### src/rtl/c432_irq_pkg.sv
// Shared constants, bank/state encodings and helpers for the c432 interrupt sequencer.
package c432_irq_pkg;

    localparam int NUM_CH = 9;

    typedef enum logic [1:0] {
        BANK_NONE = 2'd0,
        BANK_A    = 2'd1,
        BANK_B    = 2'd2,
        BANK_C    = 2'd3
    } bank_t;

    typedef enum logic {
        ST_IDLE  = 1'b0,
        ST_SERVE = 1'b1
    } state_t;

    // One-hot channel mask; out-of-range indices yield an empty mask.
    function automatic logic [NUM_CH-1:0] ch_onehot(input logic [3:0] ch);
        logic [NUM_CH-1:0] oh;
        oh = {NUM_CH{1'b0}};
        if (ch < 4'(NUM_CH)) begin
            oh[ch] = 1'b1;
        end else begin
            oh = {NUM_CH{1'b0}};
        end
        return oh;
    endfunction

endpackage

### src/rtl/c432_prio_pick.sv
// Fixed-priority picker: bank A > B > C, then lowest channel index inside the winning bank.
module c432_prio_pick
    import c432_irq_pkg::*;
(
    input  logic [NUM_CH-1:0] elig_a,
    input  logic [NUM_CH-1:0] elig_b,
    input  logic [NUM_CH-1:0] elig_c,
    output logic              any,
    output bank_t             bank,
    output logic [3:0]        chan
);

    logic [NUM_CH-1:0] vec_s;

    // Bank selection followed by lowest-set-bit search on the chosen vector
    always_comb begin
        vec_s = {NUM_CH{1'b0}};
        bank  = BANK_NONE;
        chan  = 4'd0;
        if (|elig_a) begin
            vec_s = elig_a;
            bank  = BANK_A;
        end else if (|elig_b) begin
            vec_s = elig_b;
            bank  = BANK_B;
        end else if (|elig_c) begin
            vec_s = elig_c;
            bank  = BANK_C;
        end else begin
            vec_s = {NUM_CH{1'b0}};
            bank  = BANK_NONE;
        end
        any = |vec_s;
        for (int i = NUM_CH - 1; i >= 0; i--) begin
            if (vec_s[i]) begin
                chan = 4'(i);
            end else begin
                chan = chan;
            end
        end
    end

endmodule

### src/rtl/c432_irq_sequencer.sv
// Three-bank interrupt sequencer: latches requests, grants one at a time, holds until ack.
// Optional grant timeout is enabled by defining IRQ_TIMEOUT_EN.
module c432_irq_sequencer
    import c432_irq_pkg::*;
#(
    parameter int TIMEOUT_CYCLES = 16
) (
    input  logic              clk,
    input  logic              rst_n,
    input  logic [NUM_CH-1:0] e_in,
    input  logic [NUM_CH-1:0] a_in,
    input  logic [NUM_CH-1:0] b_in,
    input  logic [NUM_CH-1:0] c_in,
    output logic              pa_out,
    output logic              pb_out,
    output logic              pc_out,
    output logic              irq_valid,
    output logic [1:0]        irq_bank,
    output logic [3:0]        chan_out,
    input  logic              irq_ack
`ifdef IRQ_TIMEOUT_EN
    ,
    output logic              timeout_err
`endif
);

    logic [NUM_CH-1:0] pend_a_r, pend_b_r, pend_c_r;
    logic [NUM_CH-1:0] e_r;
    logic [NUM_CH-1:0] elig_a_s, elig_b_s, elig_c_s;
    logic [NUM_CH-1:0] clr_a_s, clr_b_s, clr_c_s;
    logic              pa_r, pb_r, pc_r;
    logic              pick_any_s;
    bank_t             pick_bank_s;
    logic [3:0]        pick_chan_s;
    state_t            state_r, state_s;
    logic              valid_r, valid_s;
    bank_t             bank_r, bank_s;
    logic [3:0]        chan_r, chan_s;
    logic              done_s, tmo_s, tmo_hit_s;

    // Enable is registered so enabling a pending bit grants two cycles later, like a new request.
    assign elig_a_s = pend_a_r & e_r;
    assign elig_b_s = pend_b_r & e_r;
    assign elig_c_s = pend_c_r & e_r;

    c432_prio_pick u_pick (
        .elig_a (elig_a_s),
        .elig_b (elig_b_s),
        .elig_c (elig_c_s),
        .any    (pick_any_s),
        .bank   (pick_bank_s),
        .chan   (pick_chan_s)
    );

`ifdef IRQ_TIMEOUT_EN
    localparam int CNT_W = $clog2(TIMEOUT_CYCLES + 1);
    logic [CNT_W-1:0] tmo_cnt_r;
    logic             timeout_err_r;

    assign tmo_hit_s   = (tmo_cnt_r == CNT_W'(TIMEOUT_CYCLES - 1));
    assign timeout_err = timeout_err_r;

    // Grant age counter and timeout pulse
    always_ff @(posedge clk or negedge rst_n) begin
        if (!rst_n) begin
            tmo_cnt_r     <= {CNT_W{1'b0}};
            timeout_err_r <= 1'b0;
        end else begin
            if (state_r == ST_SERVE && state_s == ST_SERVE) begin
                tmo_cnt_r <= tmo_cnt_r + CNT_W'(1);
            end else begin
                tmo_cnt_r <= {CNT_W{1'b0}};
            end
            timeout_err_r <= tmo_s;
        end
    end
`else
    assign tmo_hit_s = 1'b0;
`endif

    // Next-state and next-grant logic; ack outranks timeout
    always_comb begin
        state_s = state_r;
        valid_s = valid_r;
        bank_s  = bank_r;
        chan_s  = chan_r;
        done_s  = 1'b0;
        tmo_s   = 1'b0;
        case (state_r)
            ST_IDLE: begin
                if (pick_any_s) begin
                    state_s = ST_SERVE;
                    valid_s = 1'b1;
                    bank_s  = pick_bank_s;
                    chan_s  = pick_chan_s;
                end else begin
                    valid_s = 1'b0;
                    bank_s  = BANK_NONE;
                    chan_s  = 4'd0;
                end
            end
            ST_SERVE: begin
                if (irq_ack) begin
                    done_s = 1'b1;
                end else if (tmo_hit_s) begin
                    done_s = 1'b1;
                    tmo_s  = 1'b1;
                end else begin
                    done_s = 1'b0;
                end
                if (done_s) begin
                    state_s = ST_IDLE;
                    valid_s = 1'b0;
                    bank_s  = BANK_NONE;
                    chan_s  = 4'd0;
                end else begin
                    state_s = ST_SERVE;
                end
            end
            default: begin
                state_s = ST_IDLE;
                valid_s = 1'b0;
                bank_s  = BANK_NONE;
                chan_s  = 4'd0;
            end
        endcase
    end

    // Clear mask for the granted bit when the grant is released
    always_comb begin
        clr_a_s = {NUM_CH{1'b0}};
        clr_b_s = {NUM_CH{1'b0}};
        clr_c_s = {NUM_CH{1'b0}};
        if (done_s) begin
            case (bank_r)
                BANK_A:  clr_a_s = ch_onehot(chan_r);
                BANK_B:  clr_b_s = ch_onehot(chan_r);
                BANK_C:  clr_c_s = ch_onehot(chan_r);
                default: clr_a_s = {NUM_CH{1'b0}};
            endcase
        end else begin
            clr_a_s = {NUM_CH{1'b0}};
        end
    end

    // Pending bits (new requests win over clears), enable sample and pending flags
    always_ff @(posedge clk or negedge rst_n) begin
        if (!rst_n) begin
            pend_a_r <= {NUM_CH{1'b0}};
            pend_b_r <= {NUM_CH{1'b0}};
            pend_c_r <= {NUM_CH{1'b0}};
            e_r      <= {NUM_CH{1'b0}};
            pa_r     <= 1'b0;
            pb_r     <= 1'b0;
            pc_r     <= 1'b0;
        end else begin
            pend_a_r <= (pend_a_r & ~clr_a_s) | a_in;
            pend_b_r <= (pend_b_r & ~clr_b_s) | b_in;
            pend_c_r <= (pend_c_r & ~clr_c_s) | c_in;
            e_r      <= e_in;
            pa_r     <= |elig_a_s;
            pb_r     <= |elig_b_s;
            pc_r     <= |elig_c_s;
        end
    end

    // FSM state and registered grant outputs
    always_ff @(posedge clk or negedge rst_n) begin
        if (!rst_n) begin
            state_r <= ST_IDLE;
            valid_r <= 1'b0;
            bank_r  <= BANK_NONE;
            chan_r  <= 4'd0;
        end else begin
            state_r <= state_s;
            valid_r <= valid_s;
            bank_r  <= bank_s;
            chan_r  <= chan_s;
        end
    end

    assign pa_out    = pa_r;
    assign pb_out    = pb_r;
    assign pc_out    = pc_r;
    assign irq_valid = valid_r;
    assign irq_bank  = bank_r;
    assign chan_out  = chan_r;

endmodule

### config.mk
export PLATFORM = sky130hd
export DESIGN_NAME = c432_irq_sequencer
export DESIGN_NICKNAME = d
export VERILOG_FILES = /design/src/rtl/c432_irq_pkg.sv /design/src/rtl/c432_prio_pick.sv /design/src/rtl/c432_irq_sequencer.sv
export SDC_FILE = /design/constraint.sdc
export NUM_CORES = 1
export LEC_CHECK = 0
export ABC_AREA = 1
export CORE_ASPECT_RATIO = 1.5
export CORE_MARGIN = 8
export CORE_UTILIZATION = 55
export CTS_BUF_LIST = sky130_fd_sc_hd__clkbuf_8
export DETAILED_ROUTE_END_ITERATION = 8
export PLACE_DENSITY = 0.93
export SYNTH_ARGS = -nofsm -noshare
export SYNTH_HDL_FRONTEND = slang
export SYNTH_SLANG_ARGS = --single-unit
### constraint.sdc
create_clock -name clk -period 3.6 [get_ports clk]
set_clock_uncertainty 0.1 [all_clocks]
set_input_delay 0.72 -clock clk [delete_from_list [all_inputs] [get_ports clk]]
set_output_delay 0.72 -clock clk [all_outputs]
set_load 0.01 [all_outputs]
==> metrics.yaml <==
cp_top_family: "buffers and inverters"
worstSetupPathType: "reg -> out"
cts_sinks: 47
crit_fanout: 8
rows: 28
critPathSlowestCell: "clkdlybuf4s50_1"
grt_pass1_vias: 1991
cp-end-kind: "output pin"
htreeDepth: 2
avgSynthCellArea_um2: 8.30
vias_per_cell: 5.32
grt_max_degree: 48
ir_worst_vdd_uv: 349
yosysSeqAreaShare_pct: 53.5
setup_viol: 0
multi_input_area_um2: 858
floorplan.initialDensity_pct: 56.6
hold_path_class: "reg -> reg"
cts_setup_buffers: 0
path_clk_slew_ps: 90
path_cells: "clkdlybuf4s50_1"
wire_per_inst_um: 15.1
grt_use_total_pct: 18.4
p_per_area_nw_per_um2: 415
synthCells: 265
cts_root_buf: "clkbuf_8"
synth_ff_type: "dfrtp_1"
fin_tns_setup_ps: 0
clk_latency_ps: 300
dp.cells: 358
max_freq_mhz: 454
critPathMaxStageDelay_ps: 590
synth-simple-area-share_pct: 27.2
power_w: 0.00117
cts_resized: 0
cts_tree: "built"
grt_pass1_wl_um: 8910
min_period_over_period_pct: 61.1
dr.first_iter.drc_count: 106
synth_mux_area_share_pct: 0
cts.path.max_buffers: 2
leakage_nw: 1.29
insertedDiodeCount: 0
ys_ff_latch: 47
io_pins: 49
nFillCells: 303
final_common_cell: "nand2_1"
synth-xor-area-share_pct: 0
holdBufCountCts: 0
nets: 359
design.core.area_um2: 3890
dieArea_um2: 6320
arrival_ps: 1380
syn2layout_area_growth_pct: 27.9
synth_edf_count: 0
yosysUniqueCellTypes: 24
dieWidth_um: 67.6
startpoint_type: "flip-flop"
gp_congestion: 0.933
drive_gt1_share_pct: 9.66
period_minus_slack_ps: 2200
portBuffers: 48
dp_hpwl_um: 4330
drv_cap: 0
route.detailed.drc: 0
synth-compound-area-share_pct: 11.8
layoutNonFillerInstCount: 366
drt_wl_total_um: 5540
async_reset_ff_share_pct: 100
drt-pass1-iter-count: 4
numCtsBuffers: 5
worstMarginPinSlew_ps: 1020
layout.area.seq_um2: 1180
rsz0062_at_grt: "false"
ys_warn_count: 0
synth_top_family_by_area: "simple AND/OR/NAND/NOR gates"
antenna_found_initial: 0
synth_area_um2: 2200
synth-adder-area-share_pct: 0
final_max_slew_viol_count: 0
hold_viol_final: 0
outcome: "complete, no violations"
die_y_um: 93.5
vias: 1947
ant_nets: 0
gr-total-overflow: 0
layout_common_cells: "87 x nand2_1, 47 x dfrtp_1, 47 x clkdlybuf4s50_1"
syn_nets: 304
relSlewSlack_pct: 32.3
required_ps: 2780
cp.buffers_inverters: 1
-- cell usage after synthesis, types with 3 or more instances --
| master | count | area share [%] |
|---|---|---|
| o21ai_0 | 30 | 6.8 |
| nand2_2 | 8 | 2.3 |
| o22ai_1 | 3 | 0.85 |
| nand4_1 | 4 | 1.1 |
| nand3_1 | 14 | 3.2 |
| inv_1 | 40 | 6.8 |
| nor2_2 | 5 | 1.4 |
| o21ai_1 | 5 | 1.1 |
| nand2_1 | 87 | 15 |
| dfrtp_1 | 47 | 53 |
| a21boi_1 | 3 | 1.0 |
| nor2_1 | 5 | 0.85 |
-- per-stage QoR --
stage | area (µm²) | setup WS (ps) | utilization (%) | hold WS (ps)
global route | 2810 | 1370 | 72.3 | 422
detailed placement | 2730 | 1280 | 70.2 | 381
floorplan | 2200 | 1990 | - | 324
CTS | 2810 | 1400 | 72.3 | 404
global placement | 2730 | 1350 | 70.2 | 378
finish | 2810 | 1400 | 72.3 | 404
-- cells by family (layout without fill, tap and decap cells) --
family,Yosys count,after routing
and+or+nand+nor,129,129
DFF,47,47
AOI/OAI and AO/OA,46,46
buffers and inverters,43,99
-- sequential cells by signal, indices dropped and copies added (netlist names) --
name       cells
pc_out         1
irq_valid      1
pb_out         1
irq_bank       2
state_r        1
e_r            9
pa_out         1
pend_c_r       9
chan_out       4
pend_a_r       9
pend_b_r       9
-- final cells by class --
class                           count  area share, %
Tap cell                           45           2.00
Timing Repair Buffer               48           16.9
Multi-Input combinational cell    175           30.5
Clock inverter                      3          0.445
Clock buffer                        5           2.45
Sequential cell                    47           41.8
Inverter                           43           5.87
-- worst paths after layout --
check | startpoint | end | slack [ps] | cells after the start
min in group asynchronous | rst_n | pend_b_r[1] | 490 | 1
max reg2reg | e_r[8] | chan_out[0] | 1700 | 16
min | irq_valid | irq_valid | 400 | 2
max in group asynchronous | rst_n | pend_c_r[4] | 2270 | 1
max | chan_out[0] | chan_out[0] | 1400 | 1
min reg2reg | irq_valid | irq_valid | 400 | 2
-- power breakdown --
group	total [W]	internal, W	switching, W
clock	0.000299	0.000131	0.000168
sequential	0.000603	0.000563	0.0000393
combinational	0.000266	0.000112	0.000154
-- per-layer routing --
layer	up-vias	global-route usage [%]	part of all wire [%]
met5	-	0	0
met4	0	9.11	2.8
met3	12	2.99	4.5
met2	53	33.5	56
met1	936	19.3	37
li1	946	-	-
Note: power is estimated with default switching activity, not from simulation.
